===== src/rtl/register_univ_sr_pkg.sv =====
// Shared definitions for the universal register: operation encodings and
// the width used by the traffic-light state/timer instances.
package register_univ_sr_pkg;

  localparam int TL_WIDTH = 3;

  typedef enum logic [2:0] {
    OP_HOLD = 3'b000,
    OP_LOAD = 3'b001,
    OP_SHL  = 3'b010,
    OP_SHR  = 3'b011,
    OP_ROTL = 3'b100,
    OP_ROTR = 3'b101,
    OP_INC  = 3'b110,
    OP_DEC  = 3'b111
  } op_e;

endpackage


===== src/rtl/register_univ_sr_dff_r_sync.sv =====
// Single-bit D flip-flop with synchronous active-high reset; the reset value
// arrives on a port so one module serves every bit of any reset pattern.
module dff_r_sync (
  input  logic clk,
  input  logic rst_i,
  input  logic rst_val_i,
  input  logic d_i,
  output logic q_o
);

  always_ff @(posedge clk) begin
    if (rst_i) begin
      q_o <= rst_val_i;
    end else begin
      q_o <= d_i;
    end
  end

endmodule


===== src/rtl/register_univ_sr.sv =====
// Universal WIDTH-bit register: clear, load, shift, rotate and modulo
// up/down count with optional saturation and a registered wrap pulse.
module register_univ_sr
  import register_univ_sr_pkg::*;
#(
  parameter int               WIDTH    = TL_WIDTH,
  parameter logic [WIDTH-1:0] RST_VAL  = '0,
  parameter logic [WIDTH-1:0] MAX_VAL  = {WIDTH{1'b1}},
  parameter bit               SATURATE = 1'b0
) (
  input  logic             clk,
  input  logic             reset,
  input  logic             clr,
  input  logic             en,
  input  logic [2:0]       op,
  input  logic [WIDTH-1:0] d,
  input  logic             sin,
  output logic [WIDTH-1:0] q,
  output logic             wrap,
  output logic             tc
);

  localparam logic [WIDTH-1:0] ONE = {{(WIDTH-1){1'b0}}, 1'b1};

  op_e              op_sel;
  logic [WIDTH-1:0] q_d;
  logic             wrap_d;

  assign op_sel = op_e'(op);

  always_comb begin
    q_d    = q;
    wrap_d = 1'b0;
    if (clr) begin
      q_d = RST_VAL;
    end else if (en) begin
      case (op_sel)
        OP_HOLD: q_d = q;
        OP_LOAD: q_d = d;
        OP_SHL:  q_d = {q[WIDTH-2:0], sin};
        OP_SHR:  q_d = {sin, q[WIDTH-1:1]};
        OP_ROTL: q_d = {q[WIDTH-2:0], q[WIDTH-1]};
        OP_ROTR: q_d = {q[0], q[WIDTH-1:1]};
        OP_INC: begin
          // Anything at or above the terminal count is treated as terminal.
          if (q < MAX_VAL) begin
            q_d = q + ONE;
          end else if (SATURATE) begin
            q_d = MAX_VAL;
          end else begin
            q_d    = '0;
            wrap_d = 1'b1;
          end
        end
        OP_DEC: begin
          if (q > MAX_VAL) begin
            q_d = MAX_VAL;
          end else if (q != '0) begin
            q_d = q - ONE;
          end else if (SATURATE) begin
            q_d = '0;
          end else begin
            q_d    = MAX_VAL;
            wrap_d = 1'b1;
          end
        end
        default: q_d = q;
      endcase
    end
  end

  always_comb begin
    tc = 1'b0;
    if (op_sel == OP_INC) begin
      tc = (q == MAX_VAL);
    end else if (op_sel == OP_DEC) begin
      tc = (q == '0);
    end
  end

  generate
    for (genvar gi = 0; gi < WIDTH; gi++) begin : g_q_bit
      dff_r_sync u_q_ff (
        .clk       (clk),
        .rst_i     (reset),
        .rst_val_i (RST_VAL[gi]),
        .d_i       (q_d[gi]),
        .q_o       (q[gi])
      );
    end
  endgenerate

  dff_r_sync u_wrap_ff (
    .clk       (clk),
    .rst_i     (reset),
    .rst_val_i (1'b0),
    .d_i       (wrap_d),
    .q_o       (wrap)
  );

endmodule


===== config.mk =====
export PLATFORM = sky130hd
export DESIGN_NAME = register_univ_sr
export DESIGN_NICKNAME = d
export VERILOG_FILES = /design/src/rtl/register_univ_sr_pkg.sv /design/src/rtl/register_univ_sr_dff_r_sync.sv /design/src/rtl/register_univ_sr.sv
export SDC_FILE = /design/constraint.sdc
export NUM_CORES = 1
export LEC_CHECK = 0
export CAP_MARGIN = 10
export CORE_AREA = 5 5 50 52
export CTS_CLUSTER_SIZE = 20
export DETAILED_ROUTE_END_ITERATION = 8
export DIE_AREA = 0 0 55 57
export GPL_ROUTABILITY_DRIVEN = 0
export PLACE_DENSITY = 0.57
export SETUP_SLACK_MARGIN = 0.02
export SLEW_MARGIN = 20
export SYNTH_ARGS = -nofsm -noshare
export SYNTH_HDL_FRONTEND = slang
export SYNTH_SLANG_ARGS = --single-unit

===== constraint.sdc =====
create_clock -name clk -period 1.6 [get_ports clk]
set_clock_uncertainty 0.2 [all_clocks]
set_input_delay 0.32 -clock clk [delete_from_list [all_inputs] [get_ports clk]]
set_output_delay 0.32 -clock clk [all_outputs]
set_load 0.02 [all_outputs]

==> reports/metrics.csv <==
metric,value,unit
largest net degree at the start of global routing,9,
Seq cells post-synth,4,
die width,55,um
number of diodes,0,
final non-filler cell total,128,
height of the die,57,um
yosys warns,0,
Post-DP HPWL,1.13,mm
initial antenna violation count,0,
worst hold path class,in2reg,
Post-Syn Nets,79,
layout cells sized above 1,55.0,%
WHS Path Cells,3,
CTS tree,built,
I/O pin total,16,
Row Count,17,
All-Layer GR Usage,12.6,%
Worst VDD drop,0.000240,V
ranking of synthesized cells by area,"dfxtp_1 (17%), ha_1 (11%), buf_4 (8.1%)",
leakage,0.000370,uW
max cap viols,0,
"Top FF cell, synth",dfxtp_1,
synthesized cell area,465,um2
routed len/inst,14.1,um
Critical Path End Type,output port,
Worst EP required,1.08,ns
Crit Path Category,reg2out,
"Period Utilization, post-route",120,%
PortBufs,15,
Placed Cells,117,
overflow left after global routing,0,
relative max-transition margin,79.4,%
root buf cell,clkbuf_4,
crit path max fanout,2,
antenna-violating nets left,0,
Post-synth top cells,"nand2_1 (7), a21oi_1 (5), buf_4 (5)",
Peak Freq,521,MHz
cts bufs inserted,3,
clock buffer depth,2,
DR DRC count,0,
clock sink total,4,
Final Max Tran Viols,0,
post-synthesis sequential area ratio,17.2,%
vias in the first global route,650,
CTS Hold Bufs,0,
die area,3140,um2
dpl cell area,747,um2
routed wire length,1.81,mm
leading area contributor after synthesis,dfxtp_1,
RR Startpoint,g_q_bit[0].u_q_ff.q_o,
H-tree Lvls,1,
post-synth top area share,17.2,%
RSZ-0062 raised after global routing,true,
synthesized area per cell,7.27,um2
min Tclk post-route,1.92,ns
"Reg clk slew, reported paths",0.04,ns
Hold Crit Endpoint,g_q_bit[1].u_q_ff.q_o,
Post-synth EDFFs,0,
initial core utilization,22.6,%
Final setup violation count,5,
first-pass GRT wire length,2.85,mm
Worst-Margin Slew,0.308,ns
critical path arrival,1.40,ns
via count,617,
outcome,"finished, violations left",
CP Launch Type,flop,
Core ar.,2060,um2
fin area,950,um2
Yosys cell types,28,
cell area power density,453,nW/um2
endpoints failing hold,0,
hold path start,d[1],
R2R depth,9,
final hold slack,0.554,ns
"count leader, synth",nand2_1,
nets@finish,117,
Reg2Reg Setup Slack,-0.22,ns
setup_tns,-0.930,ns
Crit Reg-Reg Endpoint,g_q_bit[0].u_q_ff.q_o,
Syn Inst Count,64,
Clock Latency Late Sink,0.23,ns
Area growth syn-to-layout,104,%
failing checks,setup timing,
routed vias/inst,4.82,
Pre-Repair DR Iteration Count,4,
final worst setup slack,-0.321,ns
DRT iter0 DRCs,11,
"FFs w/ async S/R, synth",0,%
## worst max path at each step
stage                                     start  end  cells after the start
after floorplan           g_q_bit[0].u_q_ff.q_o   tc                      5
after global placement                    op[0]   tc                      5
after detailed placement                  op[0]   tc                      5
after CTS                 g_q_bit[0].u_q_ff.q_o   tc                      6
after global routing      g_q_bit[0].u_q_ff.q_o   tc                      6
final                     g_q_bit[0].u_q_ff.q_o   tc                      6
## layer usage
layer	track usage (%)	up-vias	part of all wire, %
li1	-	310	-
met5	0	-	0
met3	1.83	4	2.7
met1	14.1	289	41
met4	7.99	0	1.5
met2	21.3	14	54
## cells in the final DEF (no fill, tap or decap), types with 2 or more instances in the layout
master | Yosys | routed
buf_4 | 5 | 20
clkdlybuf4s50_1 | 0 | 8
nand2_1 | 7 | 7
buf_6 | 0 | 6
inv_2 | 1 | 3
nor2_1 | 4 | 3
clkbuf_4 | 0 | 3
dlygate4sd2_1 | 0 | 3
inv_1 | 4 | 2
o21ai_0 | 3 | 2
nand3_1 | 3 | 2
a21oi_1 | 5 | 2
o221ai_2 | 0 | 2
o211ai_1 | 2 | 2
a31oi_1 | 2 | 2
a21oi_2 | 0 | 2
ha_4 | 0 | 2
dfxtp_2 | 0 | 2
dfxtp_1 | 4 | 2
## logic make-up (layout without fill, tap and decap cells)
family | count (synthesis) | count (layout) | synth area share (%)
and+or+nand+nor | 21 | 21 | 23.1
xor gates and xnor gates | 2 | 2 | 3.76
DFF | 4 | 4 | 17.2
AOI/OAI and AO/OA | 22 | 22 | 32.0
buffers and inverters | 11 | 47 | 13.2
adders and majority gates | 4 | 4 | 10.8
## metrics by stage
| step | total power, uW | setup slack [ns] | util (%) |
|---|---|---|---|
| 2_1_floorplan | 191 | -0.0431 | - |
| 3_5_place_dp | 261 | -0.917 | 36.2 |
| 4_1_cts | 421 | -0.331 | 44.1 |
| 6_report | 430 | -0.321 | 46.0 |
| 3_3_place_gp | 261 | -0.907 | 36.2 |
| 5_1_grt | 465 | -0.396 | 46.0 |
## worst max-delay path: stages (launching register included)
cell and delay [ns]:
dfxtp_2 0.32, inv_2 0.06, ha_1 0.14, inv_1 0.05
or3_4 0.34, a21oi_4 0.13, buf_6 0.13
## cell type report
class                           count  area, um2
Sequential cell                     4       82.6
Fill cell                         212       1110
Clock buffer                        3       22.5
Inverter                            5       18.8
Multi-Input combinational cell     49        450
Timing Repair Buffer               39        340
Tap cell                           28       35.0
## timing repair
action | CTS | global route
setup buffers | 8 | 2
resized for setup | 41 | 9
pin swaps | 12 | 5
setup endpoints to repair | 8 | 6
## power breakdown
part           leakage, uW  switching, uW  total, uW  internal [uW]
Combinational     0.000323           92.1        196            104
Clock            0.0000138           41.8        126           83.9
Sequential       0.0000334           4.19        109            104
## registers in the layout, indices dropped and copies added, names as in the netlist
name,flops
u_wrap_ff.q_o,1
g_q_bit.u_q_ff.q_o,3
(Power assumes the default switching activity.)
